`src/rtl/aes_mixcol_iter.sv`:
```
// aes_mixcol_iter -- iterative AES MixColumns / InvMixColumns engine.
//
// Accepts one 128-bit AES state per input handshake and transforms it
// COLS_PER_CYCLE columns at a time. A block takes NCYC = 4/COLS_PER_CYCLE
// BUSY cycles. The direction (forward or inverse) is chosen per block, so
// encrypt and decrypt rounds can share one unit.
//
// Build option:
//   MIXCOL_BYPASS_EN  when defined, adds the in_bypass port. A block latched
//                     with in_bypass=1 is passed through unchanged, with the
//                     same latency and handshake as a transformed block.
//
// Parameters:
//   COLS_PER_CYCLE    columns transformed per BUSY cycle: 1, 2 or 4.
//
// Ports:
//   clk        rising-edge clock
//   rst        asynchronous, active-high reset
//   in_valid   input block offered
//   in_ready   unit can accept a block
//   in_data    state; column c = bits [127-32c -: 32], byte 0 in the MSBs
//   in_inv     0 = MixColumns, 1 = InvMixColumns (sampled with in_data)
//   in_bypass  (MIXCOL_BYPASS_EN only) pass the block through unchanged
//   out_valid  result held on out_data
//   out_ready  downstream accepts the result
//   out_data   transformed state, same byte layout as in_data
//   busy       high while the block is being transformed
module aes_mixcol_iter #(
    parameter int COLS_PER_CYCLE = 1
) (
    input  logic         clk,
    input  logic         rst,
    input  logic         in_valid,
    output logic         in_ready,
    input  logic [127:0] in_data,
    input  logic         in_inv,
`ifdef MIXCOL_BYPASS_EN
    input  logic         in_bypass,
`endif
    output logic         out_valid,
    input  logic         out_ready,
    output logic [127:0] out_data,
    output logic         busy
);

    localparam int NCYC = 4 / COLS_PER_CYCLE;

    // Counter value of the final group of columns.
    localparam logic [1:0] LAST_COL = 2'((NCYC - 1) * COLS_PER_CYCLE);

    localparam logic [1:0] ST_IDLE = 2'd0;
    localparam logic [1:0] ST_BUSY = 2'd1;
    localparam logic [1:0] ST_DONE = 2'd2;

    generate
        if (COLS_PER_CYCLE != 1 && COLS_PER_CYCLE != 2 && COLS_PER_CYCLE != 4) begin : g_bad_cols
            $error("aes_mixcol_iter: COLS_PER_CYCLE must be 1, 2 or 4");
        end
    endgenerate

    // GF(2^8) helpers, reduction polynomial 0x11B.
    function automatic logic [7:0] xtime(input logic [7:0] b);
        return {b[6:0], 1'b0} ^ (b[7] ? 8'h1b : 8'h00);
    endfunction

    // One column of MixColumns (inv=0) or InvMixColumns (inv=1).
    // The inverse coefficients are assembled from the 2x/4x/8x multiples:
    //   9 = 8^1, B = 8^2^1, D = 8^4^1, E = 8^4^2.
    function automatic logic [31:0] mix_col(input logic [31:0] col, input logic inv);
        logic [0:3][7:0] a;
        logic [0:3][7:0] x2;
        logic [0:3][7:0] x4;
        logic [0:3][7:0] x8;
        logic [0:3][7:0] r;
        a = col;
        for (int i = 0; i < 4; i++) begin
            x2[i] = xtime(a[i]);
            x4[i] = xtime(x2[i]);
            x8[i] = xtime(x4[i]);
        end
        for (int i = 0; i < 4; i++) begin
            if (!inv) begin
                r[i] = x2[i]
                     ^ (x2[2'(i + 1)] ^ a[2'(i + 1)])
                     ^ a[2'(i + 2)]
                     ^ a[2'(i + 3)];
            end else begin
                r[i] = (x8[i] ^ x4[i] ^ x2[i])
                     ^ (x8[2'(i + 1)] ^ x2[2'(i + 1)] ^ a[2'(i + 1)])
                     ^ (x8[2'(i + 2)] ^ x4[2'(i + 2)] ^ a[2'(i + 2)])
                     ^ (x8[2'(i + 3)] ^ a[2'(i + 3)]);
            end
        end
        return r;
    endfunction

    logic [1:0]       state_reg;
    logic [1:0]       cnt_reg;
    logic [0:3][31:0] data_reg;   // element c is column c (bits 127-32c -: 32)
    logic [0:3][31:0] res_reg;
    logic             inv_reg;
`ifdef MIXCOL_BYPASS_EN
    logic             byp_reg;
`endif

    logic [1:0]  lane_col [COLS_PER_CYCLE];
    logic [31:0] lane_out [COLS_PER_CYCLE];

    // One combinational transform core per lane; lane gi handles column
    // cnt_reg+gi of the latched state.
    generate
        for (genvar gi = 0; gi < COLS_PER_CYCLE; gi++) begin : g_lane
            assign lane_col[gi] = cnt_reg + 2'(gi);
`ifdef MIXCOL_BYPASS_EN
            assign lane_out[gi] = byp_reg ? data_reg[lane_col[gi]]
                                          : mix_col(data_reg[lane_col[gi]], inv_reg);
`else
            assign lane_out[gi] = mix_col(data_reg[lane_col[gi]], inv_reg);
`endif
        end
    endgenerate

    always_comb begin
        in_ready = 1'b0;
        case (state_reg)
            ST_IDLE: in_ready = 1'b1;
            // Output and input handshakes may complete in the same cycle.
            ST_DONE: in_ready = out_ready;
            default: in_ready = 1'b0;
        endcase
    end

    assign out_valid = (state_reg == ST_DONE);
    assign busy      = (state_reg == ST_BUSY);
    assign out_data  = res_reg;

    always_ff @(posedge clk or posedge rst) begin
        if (rst) begin
            state_reg <= ST_IDLE;
            cnt_reg   <= 2'd0;
            data_reg  <= '0;
            res_reg   <= '0;
            inv_reg   <= 1'b0;
`ifdef MIXCOL_BYPASS_EN
            byp_reg   <= 1'b0;
`endif
        end else begin
            case (state_reg)
                ST_BUSY: begin
                    for (int i = 0; i < COLS_PER_CYCLE; i++) begin
                        res_reg[lane_col[i]] <= lane_out[i];
                    end
                    // Wraps harmlessly when COLS_PER_CYCLE is 4.
                    cnt_reg <= cnt_reg + 2'(COLS_PER_CYCLE);
                    if (cnt_reg == LAST_COL) begin
                        state_reg <= ST_DONE;
                    end
                end
                ST_DONE: begin
                    if (out_ready && !in_valid) begin
                        state_reg <= ST_IDLE;
                    end
                end
                default: ;
            endcase

            // Accept path shared by IDLE and the back-to-back DONE case.
            // The result register is cleared so that columns not yet
            // written read as zero.
            if (in_valid && in_ready) begin
                data_reg  <= in_data;
                inv_reg   <= in_inv;
`ifdef MIXCOL_BYPASS_EN
                byp_reg   <= in_bypass;
`endif
                cnt_reg   <= 2'd0;
                res_reg   <= '0;
                state_reg <= ST_BUSY;
            end
        end
    end

endmodule

```
`config.mk`:
```
export PLATFORM = sky130hd
export DESIGN_NAME = aes_mixcol_iter
export DESIGN_NICKNAME = d
export VERILOG_FILES = /design/src/rtl/aes_mixcol_iter.sv
export SDC_FILE = /design/constraint.sdc
export NUM_CORES = 1
export LEC_CHECK = 0
export ABC_AREA = 1
export BUFFER_PORTS_ARGS = -buffer_cell sky130_fd_sc_hd__buf_4
export CORE_AREA = 2 2 101 103
export CTS_BUF_LIST = sky130_fd_sc_hd__clkbuf_8
export DETAILED_ROUTE_END_ITERATION = 8
export DIE_AREA = 0 0 103 105
export PLACE_DENSITY_LB_ADDON = 0.2
export SLEW_MARGIN = 20
export SYNTH_ARGS = -nofsm -noshare
export SYNTH_HDL_FRONTEND = slang
export SYNTH_SLANG_ARGS = --single-unit
```
`constraint.sdc`:
```
create_clock -name clk -period 3.05 [get_ports clk]
set_input_delay 0.1525 -clock clk [delete_from_list [all_inputs] [get_ports clk]]
set_output_delay 0.1525 -clock clk [all_outputs]
set_load 0.05 [all_outputs]
```
Word-level counts from Yosys, hierarchy flattened
Index checks and enable logic that the tools add are counted.
W data, S select, Z words.
- flip-flop bits (word level): 132
- latch bits: 0
- word-level logic and storage cells: 35
- output and inout bits: 131
- memory bits (writable): 0
- bits in read-only memories: 0
- bits of input ports: 133
- memories kept: 0
- divide/modulo/power cells: 0
- multipliers: 0
- muxes and demuxes: 12
- magnitude comparators: 2
- reduce and logical (&&, ||, !) cells: 8
- equal/unequal tests: 5
- add/sub/neg operators: 1
- bitwise logic cells: 1
- shift-type cells: 0
- operators with widths (cell ; number):
    $mux W128 ; 2
    $bwmux W128 ; 1
    $demux W32 S2 ; 1
    $mux W32 ; 1
    $mux W2 ; 5
    $ne A3 B1 Y1 const B ; 2
    $eq A2 B2 Y1 const B ; 2
    $pmux W2 S2 ; 1
    $ge A3 B3 Y1 const B ; 1
    $logic_and A1 B1 Y1 ; 3
    $lt A3 B1 Y1 const B ; 1
    $not A2 Y3 ; 1
    $reduce_and A3 Y1 ; 1
    $reduce_bool A3 Y1 ; 1
    $add A2 B1 Y2 const B ; 1
    $eq A2 B1 Y1 const B ; 1
    $logic_not A2 Y1 ; 1
    $pmux W1 S2 ; 1
    $reduce_bool A2 Y1 ; 1
    $logic_not A1 Y1 ; 1

Longest topological paths before layout
Gate-level depths: netlist (run 1).
- depth after elaboration: 8
- mapped depth: 7
- mapped depth without buffers: 7

Worst setup path before layout (run 1)
Ideal clock, no wire load.
- path kind: register -> register
- start: register state_reg[0]
- end: register state_reg[0]
- stages on the path, launching flop included: 8
- data arrival time: 1669 ps
- clock period less this slack: 1735 ps
- required time: 2984 ps
- library setup time: 66 ps
- buffers on the path: 0
- setup slack: 1315 ps
- path through: dfrtp_1 > inv_1 > ha_1 > nand2_1 > nand2_2 > nand2_2 > a21oi_2 > nand2b_1
- word-level cells in the longest chain between the ends: 5
- elaborated cells between the ends (all ways): 11
- those cells by class: 4 x eq/ne; 3 x mux; 4 x reduce/logical
- ends and longest elaborated chain (item ; line ; text):
    from (decl) ; 97 ; logic [1:0] state_reg;
    from (signal assigned) ; 139 ; state_reg <= ST_IDLE;
    from (signal assigned) ; 156 ; state_reg <= ST_DONE;
    from (signal assigned) ; 161 ; state_reg <= ST_IDLE;
    $eq A2 B2 Y1 * ; n/a ;
    net out_valid ; 40 ; output logic out_valid,
    $pmux W1 S2 * ; 125 ; case (state_reg)
    net in_ready ; 34 ; output logic in_ready,
    $logic_and A1 B1 Y1 * ; 170 ; if (in_valid && in_ready) begin
    $ne A3 B1 Y1 (no source line) or $reduce_bool A3 Y1 (tied branches) ; n/a ;
    $reduce_and A3 Y1 (no source line) ; n/a ;
The timed path passes the listed nets; every way through them passes the cells marked *.
A chain may end at the register's enable or synchronous reset.

Worst setup path in the final report (run 1)
- start: register state_reg[0]
- end: output port in_ready
- word-level cells in the longest chain between the ends: 2
- elaborated cells between the ends (all ways): 3
- those cells by class: 1 x eq/ne; 1 x mux; 1 x reduce/logical
- ends and longest elaborated chain (item ; line):
    $eq A2 B2 Y1 or $logic_not A2 Y1 (tied branches) ; 125
    $pmux W1 S2 * ; 125
    to (decl) ; 34
Mark *: on every way between the ends. The rest lies on a longest branch, timed or not.

==> flow_summary_export.csv, run 1 <==
group,metric,value,unit
status,status,"finished, final reports clean",
critical_path,cp_max_fo,4,
synth,synthAdderAreaFrac,5.894,%
critical_path,required,2900,ps
die,coreArea,0.009639,sq mm
timing,hold_ws,236.2,ps
clock_tree,cts_tree,"built",
clock_tree,cts_resized,0,
grt,grt_max_degree,5,
die,rows,36,
place,hpwl,1204,microns
run,max_cap_violations,0,
synth,synth_top_family_by_area,"buffers and inverters",
grt,antenna_found_initial,0,
power_and_ir_drop,p_per_area,815.3,mW/mm^2
clock_tree,clock_path_buffers,2,
timing,fin_crit,1465,ps
route,via_per_inst,1.946,
synth,synthMuxAreaShare,0,%
finish,area_growth,-17.39,%
finish,final_area,0.001052,sq mm
finish,n_antenna_cell,0,
critical_path,reg2regPathDepth,7,
timing,fmax,0.6825,GHz
die,initial_core_util,13.21,%
power_and_ir_drop,leakage,0.6643,nW
place,dp_slack,1770,ps
timing,setup_viol,0,
clock_tree,cts.clk_slew.worst_paths,30,ps
clock_tree,cts_sinks,4,
finish,drive_above_1_share,6.704,%
finish,layout.nets,320,
route,postRouteAntennaNets,0,
finish,final_cells,312,
timing,finalHoldViolations,0,
clock_tree,cts_buffers,3,
die,die_area,0.01082,sq mm
power_and_ir_drop,ir_drop,0.0003131,V
clock_tree,cts_max_level,1,
timing,rsz0062_at_grt,"no",
place,place_congestion,0.6368,
synth,synth_simple_gate_area_share,5.108,%
route,vias,607,
die,die_w,103,microns
synth,ys_ff_latch,4,
finish,final_common_cell,"conb_1",
critical_path,arrival,1310,ps
route,wl_per_cell,4.054,microns
place,place_inst,308,
synth,ys_warn_count,0,
synth,syn_area,0.001274,sq mm
finish,final_util,10.92,%
worst_hold_path,hp-class,"in -> reg",
clock_tree,clk_latency,220,ps
route,first_iter_violations,8,
grt,grt_pass1_wl,1462,microns
route,finalWirelength,1265,microns
critical_path,worst_setup_path_start_kind,"flip-flop",
place,postPlaceCellArea,0.001001,sq mm
synth,synth_cells,170,
clock_tree,cts_root_buf,"clkbuf_8",
synth,synth_compound_area_share,1.866,%
critical_path,critPathCaptureType,"output pin",
power_and_ir_drop,finalPower,0.8579,mW
place,io_buffers,6,
timing,fin_skew,1.275,ps
critical_path,path_class,"reg -> out",
route,first_pass_iters,4,
timing,drv_slew,0,
route,drc,0,
timing,final.setup.tns,0,ps
synth,synthXorXnorAreaFrac,0,%
synth,yosysUniqueCellTypes,12,
finish,mostFrequentLayoutCells,"128 x conb_1, 12 x inv_1, 11 x nand2_1",
synth,syn_area_per_cell,7.492,sq um
worst_hold_path,min_delay_path_depth,4,
timing,worst_slack,1585,ps
timing,min_period_over_period,48.04,%
die,num_io_pins,264,
grt,grt_overflow,0,
grt,grt_pass1_vias,335,
grt,track_usage,1.852,%
synth,yosysSeqAreaShare,7.859,%
die,die_h,105,microns
## worst paths after layout
kind | from | endpoint | slack [ps]
min in group asynchronous | rst | cnt_reg[0]$_DFFE_PP0P_ | 370
max in group asynchronous | rst | state_reg[1]$_DFFE_PP0P_ | 2530
setup / recovery | state_reg[0]$_DFFE_PP0P_ | in_ready | 1580
hold reg to reg | state_reg[0]$_DFFE_PP0P_ | state_reg[0]$_DFFE_PP0P_ | 550
hold / removal | in_valid | cnt_reg[1]$_DFFE_PP0P_ | 240
setup reg to reg | state_reg[0]$_DFFE_PP0P_ | state_reg[0]$_DFFE_PP0P_ | 1780
## critical path: stages, from the launching register on
cell     delay [ps]
dfrtp_1         400
inv_1            90
ha_1            230
nand2_1          90
nand2_2          80
buf_4           200
## where the power goes
part           switching (mW)  internal (mW)  total [mW]
Clock                  0.0275         0.0841       0.112
Combinational           0.547          0.100       0.647
Sequential             0.0198         0.0793      0.0991
## Yosys cell counts (all sizes together)
cell type  count  area, sq um
dfrtp          4        100.1
conb           1        3.750
o21ai          1        5.000
nand2         13        53.80
a21oi          3        18.77
nand3          1        5.000
nand2b         1        6.260
inv           12        45.04
buf          128        960.9
ha             6        75.07
## logic make-up after synthesis
| kind of cell | after synthesis |
|---|---|
| compound gates | 4 |
| fa+ha+maj | 6 |
| other cells | 1 |
| flops | 4 |
| simple gates | 15 |
| buf+inv | 140 |
## repair_timing
item,4_1_cts,5_1_grt
hold buffers,1,0
buffers inserted,0,0
hold endpoints to repair,4,0
## metal layers
layer | share of wire (%) | global-route usage [%]
met3 | 27 | 0.7358
met4 | 1.1 | 1.692
met1 | 33 | 2.253
met5 | 0 | 0
met2 | 38 | 2.412
## layout make-up
class,instances,area [sq um]
Tap cell,133,166.4
Multi-Input combinational cell,153,644.4
Fill cell,1129,8587
Sequential cell,4,100.1
Inverter,12,45.04
Timing Repair Buffer,7,55.05
Clock buffer,3,41.29
(Power assumes the default switching activity.)
==> run 2, diff against run 1 <==
- ABC_AREA: 1 -> 0
- CORE_AREA: 2 2 101 103 -> 2 2 104 106
- DIE_AREA: 0 0 103 105 -> 0 0 106 108
- clock period: 3.05 -> 1.3 ns (I/O delays scaled with it)
==> flow_summary_export.csv, run 2 <==
group,metric,value,unit
clock_tree,cts_buffers,3,
route,finalWirelength,1351,microns
route,vias,624,
clock_tree,cts.clk_slew.worst_paths,30,ps
finish,layout.nets,314,
critical_path,arrival,1320,ps
clock_tree,cts_sinks,4,
die,die_w,106,microns
timing,worst_slack,-82.57,ps
power_and_ir_drop,leakage,0.6670,nW
route,wl_per_cell,4.372,microns
route,postRouteAntennaNets,0,
synth,yosysSeqAreaShare,7.859,%
critical_path,required,1240,ps
critical_path,ff2ff_setup_slack,-60,ps
synth,syn_area,0.001274,sq mm
clock_tree,cts_root_buf,"clkbuf_8",
clock_tree,cts_tree,"built",
critical_path,crit_start,"state_reg[0]$_DFFE_PP0P_",
route,drc,0,
synth,ys_async_sr_fraction,100.0,%
power_and_ir_drop,p_per_area,2091,mW/mm^2
place,dp_slack,-108.3,ps
critical_path,reg2regPathDepth,5,
power_and_ir_drop,ir_drop,0.0008413,V
grt,grt_pass1_vias,308,
critical_path,path_class,"reg -> out",
timing,fin_skew,3.255,ps
die,die_h,108,microns
critical_path,crit_end,"in_ready",
synth,synth_flop_cell,"dfrtp_1",
timing,min_period_over_period,106.4,%
critical_path,reg2reg_from,"state_reg[0]$_DFFE_PP0P_",
timing,setup_viol,2,
worst_hold_path,hp-class,"in -> reg",
clock_tree,clk_latency,210,ps
timing,finalHoldViolations,0,
finish,final_util,11.40,%
route,first_iter_violations,8,
synth,yosysTopAreaCell,"buf_4",
synth,yosys-top-cells-area,"buf_4 75%, dfrtp_1 7.9%, ha_1 5.9%, inv_1 1.5%, a21o_4 1.2%",
place,hpwl,1195,microns
synth,synth-edff-count,0,
finish,final_common_cell,"conb_1",
synth,yosys-top-cells-count,"128 x buf_4, 6 x ha_1, 5 x inv_1",
die,initial_core_util,12.45,%
clock_tree,cts_max_level,1,
critical_path,critPathCaptureType,"output pin",
synth,ys_ff_latch,4,
die,die_area,0.01145,sq mm
die,coreArea,0.01023,sq mm
synth,synth_cells,157,
grt,grt_overflow,0,
grt,track_usage,1.764,%
synth,yosysMostFrequentCell,"buf_4",
die,rows,37,
grt,antenna_found_initial,0,
finish,area_growth,-8.448,%
run,max_cap_violations,0,
timing,fin_crit,1383,ps
status,status,"finished with violations",
finish,n_fill_cell,1192,
die,num_io_pins,264,
synth,syn_area_per_cell,8.113,sq um
synth,yosysUniqueCellTypes,18,
clock_tree,clock_path_buffers,2,
finish,mostFrequentLayoutCells,"128 x conb_1, 9 x buf_4, 4 x dfrtp_1",
place,place_congestion,0.6065,
critical_path,cp_max_fo,4,
synth,ys_warn_count,0,
finish,n_antenna_cell,0,
grt,grt_max_degree,6,
place,io_buffers,6,
timing,rsz0062_at_grt,"yes",
status,violations,"negative setup slack",
synth,yosys.area.top_type_share,75.44,%
route,via_per_inst,2.019,
timing,drv_slew,0,
route,first_pass_iters,2,
grt,grt_pass1_wl,1455,microns
finish,drive_above_1_share,16.18,%
timing,fmax,0.7233,GHz
critical_path,worst_setup_path_start_kind,"flip-flop",
critical_path,timing.rr.end,"state_reg[1]$_DFFE_PP0P_",
run 2: worst max-delay path: stages, from the launching register on:
cell and delay [ps]:
dfrtp_1 380, inv_2 70, buf_6 120, ha_4 150, a21o_4 220, buf_8 150
run 2: where the power goes:
| group | total, mW | internal [mW] | switching, mW |
|---|---|---|---|
| Clock | 0.254 | 0.197 | 0.0569 |
| Sequential | 0.236 | 0.189 | 0.0473 |
| Combinational | 1.95 | 0.559 | 1.39 |
run 2: cells by family (layout without fill, tap and decap cells):
family / count (synthesis) / after routing / synth area share (%)
flip-flops: 4 / 4 / 7.859
XOR/XNOR: 1 / 1 / 0.6877
adder cells (fa/ha/maj): 6 / 6 / 5.894
AO/OA/AOI/OAI: 8 / 8 / 5.403
AND/OR/NAND/NOR: 4 / 4 / 2.946
buffers and inverters: 133 / 22 / 76.92
other: 1 / 128 / 0.2944
run 2: stage by stage:
stage	power [mW]	area, sq um	hold WS (ps)	instances	setup TNS (ps)
floorplan	1.964	1763	-168.9	284	-313.1
global placement	1.948	1055	-32.02	303	-184.0
detailed placement	1.931	1055	-25.59	303	-141.5
CTS	2.364	1146	87.59	309	-140.0
global route	2.582	1166	93.55	309	-390.0
finish	2.438	1166	85.72	309	-142.5
run 2: worst min-delay path by stage:
stage          startpoint                     end  slack (ps)  depth (start not counted)
3_3_place_gp          rst  cnt_reg[1]$_DFFE_PP0P_         -30                          2
5_1_grt          in_valid  cnt_reg[0]$_DFFE_PP0P_          90                          2
4_1_cts          in_valid  cnt_reg[0]$_DFFE_PP0P_          90                          2
2_1_floorplan         rst  cnt_reg[0]$_DFFE_PP0P_        -170                          1
3_5_place_dp          rst  cnt_reg[1]$_DFFE_PP0P_         -30                          2
6_report         in_valid  cnt_reg[0]$_DFFE_PP0P_          90                          2
run 2: layout make-up:
type | instances | area (sq um) | share of cell area, %
clock buffer | 3 | 41.29 | 3.541
sequential | 4 | 100.1 | 8.584
inverter | 5 | 18.77 | 1.609
tap | 136 | 170.2 | 14.59
timing repair buffer | 14 | 126.4 | 10.84
multi-input combinational | 147 | 709.4 | 60.84
run 2: routing by layer:
layer	global-route usage [%]	share of wire, %	vias to the layer above	routed length, microns
li1	-	-	261	-
met1	2.315	37	251	499
met2	1.935	34	110	461
met3	1.266	26	2	358
met4	1.128	2.3	0	31
met5	0	0	-	0
run 2: repair_timing:
item	4_1_cts	5_1_grt
setup buffers	2	0
gates resized for setup	8	4
hold endpoints to repair	4	0
endpoints found under the setup margin	6	6
hold buffers	1	0
pin swaps	3	0
==> run 3, diff against run 2 <==
- HOLD_SLACK_MARGIN: unset -> 0.02
- RECOVER_POWER: unset -> 50
==> flow_summary_export.csv, run 3 (synthesized netlist as in run 2, its figures left out) <==
group,metric,value,unit
die,num_io_pins,264,
timing,fin_crit,1383,ps
timing,fmax,0.7233,GHz
place,hpwl,1195,microns
route,finalWirelength,1350,microns
die,die_h,108,microns
place,io_buffers,6,
grt,grt_pass1_wl,1455,microns
timing,finalHoldViolations,0,
critical_path,cp_max_fo,4,
grt,grt_pass1_vias,308,
clock_tree,cts_root_buf,"clkbuf_8",
critical_path,worst_setup_path_start_kind,"flip-flop",
critical_path,path_buf_inv,3,
route,first_pass_iters,2,
route,postRouteAntennaNets,0,
timing,worst_slack,-82.57,ps
critical_path,crit_chain,"inv_2 > buf_6 > ha_4 > a21o_4 > buf_8",
timing,drv_slew,0,
finish,n_antenna_cell,0,
critical_path,critPathSlowestCell,"dfrtp_1",
clock_tree,cts.clk_slew.worst_paths,30,ps
clock_tree,cts_tree,"built",
critical_path,cp_top_family,"flip-flops",
place,dp_slack,-108.3,ps
run,max_cap_violations,0,
route,drc,0,
route,wl_met3,358,microns
status,violations,"negative setup slack",
finish,layout.nets,314,
finish,final_common_cell,"conb_1",
finish,drive_above_1_share,16.18,%
critical_path,arrival,1320,ps
die,initial_core_util,12.45,%
grt,grt_overflow,0,
clock_tree,cts_max_level,1,
grt,grt_max_degree,6,
worst_hold_path,hp-class,"in -> reg",
route,highest_layer,"met4",
route,wl_met1,499,microns
clock_tree,cts_buffers,3,
place,place_inst,303,
timing,fin_skew,3.255,ps
die,coreArea,0.01023,sq mm
die,die_w,106,microns
power_and_ir_drop,ir_drop,0.0008413,V
power_and_ir_drop,leakage,0.6668,nW
grt,track_usage,1.764,%
die,rows,37,
route,first_iter_violations,8,
clock_tree,clk_latency,210,ps
critical_path,max_stage_delay,380,ps
power_and_ir_drop,finalPower,2.438,mW
critical_path,critPathCaptureType,"output pin",
power_and_ir_drop,p_per_area,2090,mW/mm^2
route,vias,624,
critical_path,path_class,"reg -> out",
route,wl_per_cell,4.369,microns
timing,hold_ws,85.72,ps
timing,rsz0062_at_grt,"yes",
timing,min_period_over_period,106.4,%
finish,area_growth,-8.448,%
finish,final_cells,309,
timing,final.setup.tns,-142.5,ps
clock_tree,cts_sinks,4,
grt,antenna_found_initial,0,
route,via_per_inst,2.019,
status,status,"finished with violations",
timing,setup_viol,2,
critical_path,required,1240,ps
clock_tree,clock_path_buffers,2,
die,die_area,0.01145,sq mm
route,wl_met2,461,microns
place,place_congestion,0.6065,
finish,mostFrequentLayoutCells,"128 x conb_1, 8 x buf_4, 4 x dfrtp_1",
## run 3: cell types whose count changed in the layout (fill, tap and decap cells not counted), sizes merged
| cell | previous run | this run |
|---|---|---|
| buf | 13 | 12 |
| clkbuf | 3 | 4 |
## run 3: power breakdown
part / switching, mW / internal (mW)
Combinational: 1.39 / 0.559
Clock: 0.0569 / 0.197
Sequential: 0.0473 / 0.189
## run 3: final timing paths
kind                                          startpoint                  endpoint  slack, ps  depth (start not counted)
worst max-delay path            state_reg[0]$_DFFE_PP0P_                  in_ready        -80                          5
worst min-delay path                            in_valid    cnt_reg[0]$_DFFE_PP0P_         90                          2
worst max register to register  state_reg[0]$_DFFE_PP0P_  state_reg[1]$_DFFE_PP0P_        -60                          5
worst min register to register    cnt_reg[1]$_DFFE_PP0P_    cnt_reg[1]$_DFFE_PP0P_        600                          2
max in group asynchronous                            rst  state_reg[1]$_DFFE_PP0P_        840                          3
min in group asynchronous                            rst    cnt_reg[1]$_DFFE_PP0P_        310                          3
## run 3: metal layers
layer	vias to the layer above	global-route usage, %
met2	110	1.935
met1	251	2.315
li1	261	-
met4	0	1.128
met3	2	1.266
met5	-	0
## run 3: through the flow
step	util (%)	cell area, sq um
2_1_floorplan	-	1763
3_3_place_gp	10.31	1055
3_5_place_dp	10.31	1055
4_1_cts	11.20	1146
5_1_grt	11.40	1166
6_report	11.40	1166
## run 3: worst register-to-register path, delay by kind of cell, from the launching register on
family / cells / cell delay, ps
compound gates: 2 / 490
flops: 1 / 380
fa+ha+maj: 1 / 260
buf+inv: 2 / 110
## run 3: repair_timing
item / CTS / global route
buffers inserted: 2 / 0
hold buffers: 1 / 0
pin swaps: 3 / 0
endpoints found under the setup margin: 6 / 6
endpoints found under the hold margin: 4 / 0
gates resized for setup: 8 / 4
## run 3: cell type report
cell class	count	area [sq um]
inverter	5	18.77
tap	136	170.2
fill	1192	9065
multi-input combinational	147	709.4
clock buffer	3	41.29
timing repair buffer	14	126.4
sequential	4	100.1
